File: src/rtl/ntt_seq_ctrl.sv
// Sequencer for one NTT run: radix-2 stage, radix-2 drain, radix-4 stage, radix-4 drain.
// Each active stage has a watchdog that aborts the run back to IDLE.
module ntt_seq_ctrl #(
    parameter int unsigned DRAIN_R2 = 9,
    parameter int unsigned DRAIN_R4 = 15,
    parameter int unsigned TIMEOUT  = 1023
) (
    input  logic       clk,
    input  logic       rst,
    input  logic       start,
    input  logic [2:0] done_flag,
    output logic [3:0] conf,
    output logic       busy,
    output logic       done,
    output logic       err,
    output logic [2:0] phase
);

    localparam int unsigned CNT_W  = 4;
    localparam int unsigned WDOG_W = 10;

    localparam logic [CNT_W-1:0]  DRAIN_R2_LAST = CNT_W'(DRAIN_R2 - 1);
    localparam logic [CNT_W-1:0]  DRAIN_R4_LAST = CNT_W'(DRAIN_R4 - 1);
    localparam logic [WDOG_W-1:0] WDOG_LAST     = WDOG_W'(TIMEOUT - 1);

    localparam logic [2:0] FLAG_R2 = 3'b001;
    localparam logic [2:0] FLAG_R4 = 3'b010;

    localparam logic [3:0] CONF_IDLE = 4'b0000;
    localparam logic [3:0] CONF_R2   = 4'b0001;
    localparam logic [3:0] CONF_D2   = 4'b0011;
    localparam logic [3:0] CONF_R4   = 4'b0010;
    localparam logic [3:0] CONF_D4   = 4'b0100;

    typedef enum logic [2:0] {
        S_IDLE = 3'd0,
        S_R2   = 3'd1,
        S_D2   = 3'd2,
        S_R4   = 3'd3,
        S_D4   = 3'd4
    } state_t;

    state_t             state_q, state_d;
    logic [CNT_W-1:0]   drain_q, drain_d;
    logic [WDOG_W-1:0]  wdog_q,  wdog_d;
    logic               done_q,  done_d;
    logic               err_q,   err_d;

    // State, counters and completion/abort pulses
    always_ff @(posedge clk or negedge rst) begin
        if (!rst) begin
            state_q <= S_IDLE;
            drain_q <= '0;
            wdog_q  <= '0;
            done_q  <= 1'b0;
            err_q   <= 1'b0;
        end else begin
            state_q <= state_d;
            drain_q <= drain_d;
            wdog_q  <= wdog_d;
            done_q  <= done_d;
            err_q   <= err_d;
        end
    end

    // Next state, counter updates and conf; conf switches early on a stage exit
    always_comb begin
        state_d = state_q;
        drain_d = drain_q;
        wdog_d  = wdog_q;
        done_d  = 1'b0;
        err_d   = 1'b0;
        conf    = CONF_IDLE;
        case (state_q)
            S_IDLE: begin
                if (start) begin
                    state_d = S_R2;
                    wdog_d  = '0;
                end
            end
            S_R2: begin
                conf   = CONF_R2;
                wdog_d = wdog_q + WDOG_W'(1);
                if (done_flag == FLAG_R2) begin
                    conf    = CONF_D2;
                    state_d = S_D2;
                    drain_d = '0;
                end else if (wdog_q == WDOG_LAST) begin
                    state_d = S_IDLE;
                    err_d   = 1'b1;
                end
            end
            S_D2: begin
                conf = CONF_D2;
                if (drain_q == DRAIN_R2_LAST) begin
                    state_d = S_R4;
                    wdog_d  = '0;
                end else begin
                    drain_d = drain_q + CNT_W'(1);
                end
            end
            S_R4: begin
                conf   = CONF_R4;
                wdog_d = wdog_q + WDOG_W'(1);
                if (done_flag == FLAG_R4) begin
                    conf    = CONF_D4;
                    state_d = S_D4;
                    drain_d = '0;
                end else if (wdog_q == WDOG_LAST) begin
                    state_d = S_IDLE;
                    err_d   = 1'b1;
                end
            end
            S_D4: begin
                conf = CONF_D4;
                if (drain_q == DRAIN_R4_LAST) begin
                    state_d = S_IDLE;
                    done_d  = 1'b1;
                end else begin
                    drain_d = drain_q + CNT_W'(1);
                end
            end
            default: begin
                state_d = S_IDLE;
            end
        endcase
    end

    assign busy  = (state_q != S_IDLE);
    assign phase = state_q;
    assign done  = done_q;
    assign err   = err_q;

endmodule

File: config.mk
export PLATFORM = sky130hd
export DESIGN_NAME = ntt_seq_ctrl
export DESIGN_NICKNAME = d
export VERILOG_FILES = /design/src/rtl/ntt_seq_ctrl.sv
export SDC_FILE = /design/constraint.sdc
export NUM_CORES = 1
export LEC_CHECK = 0
export BUFFER_PORTS_ARGS = -buffer_cell sky130_fd_sc_hd__buf_4
export CORE_MARGIN = 2
export CORE_UTILIZATION = 52
export DETAILED_ROUTE_END_ITERATION = 10
export HOLD_SLACK_MARGIN = 0.02
export PLACE_DENSITY_LB_ADDON = 0.15
export SLEW_MARGIN = 20
export SYNTH_ARGS = -nofsm -noshare
export SYNTH_HDL_FRONTEND = slang
export SYNTH_SLANG_ARGS = --single-unit
File: constraint.sdc
create_clock -name clk -period 1.8 [get_ports clk]
set_input_delay 0.18 -clock clk [delete_from_list [all_inputs] [get_ports clk]]
set_output_delay 0.18 -clock clk [all_outputs]
set_load 0.01 [all_outputs]
* After elaboration in Yosys (flattened, before gate mapping)
Cells that the tools add are included.
Operators by class: muxes and demuxes 24, $add $sub $neg 2, equality and inequality tests 16, reduce and logical (&&, ||, !) cells 8
Operators with widths (number):
- $pmux 10 s3 | 1
- $mux 3 | 7
- $mux 10 | 2
- $mux 4 | 4
- $pmux 4 s4 | 1
- $pmux 3 s5 | 1
- $ne 2x2->1 const B | 7
- $pmux 3 s4 | 1
- $add 10x1->10 const B | 1
- $eq 10x10->1 const B | 1
- $eq 3x2->1 const B | 3
- $eq 4x4->1 const B | 2
- $eq 3x1->1 const B | 2
- $reduce_and 3->1 | 2
- $reduce_bool 3->1 | 2
- $mux 1 | 5
- $reduce_and 5->1 | 1
- $add 4x1->4 const B | 1
- $reduce_bool 4->1 | 1
- $eq 3x3->1 const B | 1
- $logic_not 3->1 | 1
- $mux 2 | 1
- $pmux 1 s2 | 1
- $reduce_or 2->1 | 1
Storage, ports and cells: word-level logic and storage cells 55, output and inout port bits 10, register bits after elaboration 19, bits of input ports 6

* Logic depth before layout (Yosys ltp)
depth after elaboration 4, depth in mapped cells 6, mapped depth without buffers 6

* Worst setup path after synthesis
Ideal clock, no wire load.
path kind register -> register, from register drain_q[0], to register wdog_q[9], stages on the path, launching flop included 7, arrival time 1714 ps, path slack 8 ps, buffers on the path 0, library setup time 77 ps, required time 1723 ps, period minus slack after synthesis 1792 ps, path through dfrtp_1 -> inv_1 -> ha_1 -> and4b_4 -> o31ai_4 -> or4_1 -> a21oi_1
Between the ends: cells in the longest elaborated chain, start to end 3
RTL lines:
- from (decl) | line 44 | logic [CNT_W-1:0] drain_q, drain_d;
- from (signal assigned) | line 59 | drain_q <= drain_d;
- $eq 4x4->1 | line 95 | if (drain_q == DRAIN_R2_LAST) begin
- $ne 2x2->1 (no source line)
- $reduce_and 3->1 (no source line)
- to (signal assigned) | line 60 | wdog_q <= wdog_d;
- to (decl) | line 45 | logic [WDOG_W-1:0] wdog_q, wdog_d;
No other way between the ends. A chain may end at the register's enable or synchronous reset.

* Final worst setup path
Same ends and word-level chain as after synthesis.

==> results.tsv <==
stage	metric	value	unit
global_routing	grt_max_degree	20	
yosys	synthTopCellsByArea	dfrtp_1 (35%), ha_1 (4.7%), a21oi_1 (3.7%)	
cts	cts_sinks	19	
cells_and_area	syn_to_final_growth	20.22	%
cells_and_area	seqCellArea	479.2	um2
yosys	synth_edf_count	0	
cells_and_area	multi_input_area	798.3	um2
cells_and_area	stdcell_count	203	
setup_path	start_kind	flip-flop	
global_routing	use_met3	3.279	%
setup_path	cp.required	2030	ps
timing	worst_slack	80.00	ps
yosys	synth_most_common_cell	dfrtp_1	
yosys	seq_area_frac_synth	35.41	%
min_path	hold_class	in2reg	
floorplanning	core	2455	um2
power_and_ir_drop	power.density	1323	nW/um2
timing	period_share	95.56	%
global_routing	grt_pass1_wl	5.181	mm
cts	clock_path_buffers	2	
routing	num_vias	1203	
cells_and_area	nNetsFinal	185	
yosys	synth_fp_nets	159	
yosys	synth.top_cell.area_share	35.41	%
placed_design	place.gp.congestion	0.8565	
global_routing	grt.busiest_layer	met2	
placed_design	placed_cells	196	
yosys	yosysUniqueCellTypes	52	
setup_path	crit_fanout	6	
routing	post_drt_wl_per_cell	15.56	um
timing	slew_violations	0	
global_routing	grt-ovfl-total	0	
floorplanning	num_rows	18	
yosys	synth.avg_cell_area	9.071	um2
cts	clockRootBuffer	clkbuf_4	
timing	hold_viol	0	
placed_design	dp_slack	17.64	ps
cells_and_area	drive_above_1_share	27.75	%
global_routing	grt_pass1_vias	1167	
routing	antenna_left	0	
routing	drt_iter0_markers	29	
timing	skew	0.8665	ps
power_and_ir_drop	peakVddDrop	904.1	uV
global_routing	use_met2	39.68	%
floorplanning	num_io_pins	16	
placed_design	dp_hpwl	2.375	mm
cells_and_area	antenna_cells	0	
routing	drc	0	
global_routing	grtUsageTotal	24.07	%
yosys	synth_flop_cell	dfrtp_1	
power_and_ir_drop	power	2.135	mW
timing	setup_violations	0	
setup_path	criticalPathCategory	reg2reg	
power_and_ir_drop	power.leakage	0.7389	nW
cts	cts_buffers	3	
yosys	async_flop_share	100.0	%
cts	clk_pin_slew	110	ps
floorplanning	die_y	54.81	um
yosys	synth-seq-cells	19	
timing	fin_crit	1720	ps
timing	fmax	581.4	MHz
placed_design	port_buffers	14	
run_status	status	finished clean	
flow_run	maxCapViolCount	0	
cts	insertion_delay	290	ps
setup_path	end_kind	flip-flop	
floorplanning	initial_core_util	54.69	%
floorplanning	die_area	3004	um2
routing	drt_pass1_iterations	4	
global_routing	antenna_found_initial	0	
global_routing	grtUsageMet1	30.92	%
routing	viasPerCell	5.926	
setup_path	worst_ep_arrival_time	1950	ps
cts	cts_tree	built	
cts	cts_max_level	1	
yosys	synth_warnings	0	
yosys	synthTopCellsByCount	dfrtp_1 (19), nand2_1 (11), a21oi_1 (10)	
yosys	synthCells	148	
yosys	yosys.area.top_type	dfrtp_1	
floorplanning	die-width	54.81	um
routing	drt-total-wl	3.159	mm
cells_and_area	fillCellCount	207	
yosys	syn_area	1343	um2
-- layout make-up --
class | count | share of cell area [%]
multi-input combinational | 112 | 49.46
tap | 30 | 2.326
sequential | 19 | 29.69
timing repair buffer | 30 | 14.88
inverter | 8 | 2.016
clock buffer | 4 | 1.628
-- routing by layer --
metal	vias to the layer above	part of all wire, %
met5	-	0
met4	0	0.92
met3	2	3.4
met2	25	50
met1	580	46
li1	596	-
-- critical path, stage by stage (launching register included) --
cell and delay [ps]:
dfrtp_1 420, inv_2 100, ha_4 160, and4b_4 260, o31ai_4 90, or4_1 480, a21oi_1 150
-- kinds of logic (layout without fill, tap and decap cells) --
logic type / Yosys count / after routing / share of synthesized area [%]
AND/OR/NAND/NOR: 59 / 59 / 26.28
AO/OA/AOI/OAI: 43 / 43 / 23.58
flip-flops: 19 / 19 / 35.42
buffers and inverters: 17 / 42 / 6.990
adder cells (fa/ha/maj): 5 / 5 / 4.660
XOR/XNOR: 2 / 2 / 1.305
multiplexers: 2 / 2 / 1.491
other: 1 / 1 / 0.2793
-- path summary, 6_finish.rpt --
| check | startpoint | endpoint | slack [ps] | cells after the start |
|---|---|---|---|---|
| min in group asynchronous | rst | wdog_q[7] | 280 | 2 |
| worst max register to register | drain_q[0] | wdog_q[9] | 80 | 6 |
| worst min register to register | wdog_q[9] | wdog_q[9] | 570 | 2 |
| worst min-delay path | done_flag[0] | phase[2] | 230 | 4 |
| max in group asynchronous | rst | phase[2] | 1300 | 2 |
| worst max-delay path | drain_q[0] | wdog_q[9] | 80 | 6 |
-- cell usage in the layout (no fill, tap or decap), types with 3 or more instances in the layout --
master,synthesis,routed
a21oi_1,10,10
buf_4,2,28
clkbuf_4,0,3
dfrtp_1,19,16
dfrtp_2,0,3
ha_1,5,4
inv_1,7,5
nand2_1,11,11
nand2b_1,4,4
nand3_1,7,7
nand4_1,3,3
nor2_1,8,8
nor2b_1,5,4
nor3b_1,3,3
o21ai_0,5,5
o31ai_1,4,4
or4_1,3,3
-- power breakdown --
group	internal, mW	switching (mW)
registers	0.538	0.138
clock network	0.0861	0.138
logic	0.633	0.602
-- flip-flops by register name (all words and copies together) (netlist names) --
signal and count:
phase 3, drain_q 4, done 1, err 1, wdog_q 10
-- metrics by stage --
step                      area, um2  hold slack, ps  setup TNS [ps]  utilization (%)
after floorplan                1343          -115.6               0                -
after global placement         1534           66.49               0            62.49
after detailed placement       1534           73.80               0            62.49
after CTS                      1584           212.5               0            64.53
after global routing           1614           256.5          -6.907            65.75
final                          1614           227.3               0            65.75
-- timing repair --
item | 4_1_cts | 5_1_grt
buffers inserted | 1 | 1
gates resized for setup | 4 | 6
hold buffers | 1 | 0
pin swaps | 0 | 2
setup endpoints to repair | 4 | 7
gates cloned | 0 | 0
hold endpoints to repair | 19 | 0
Power figures use the tool's default switching activity.
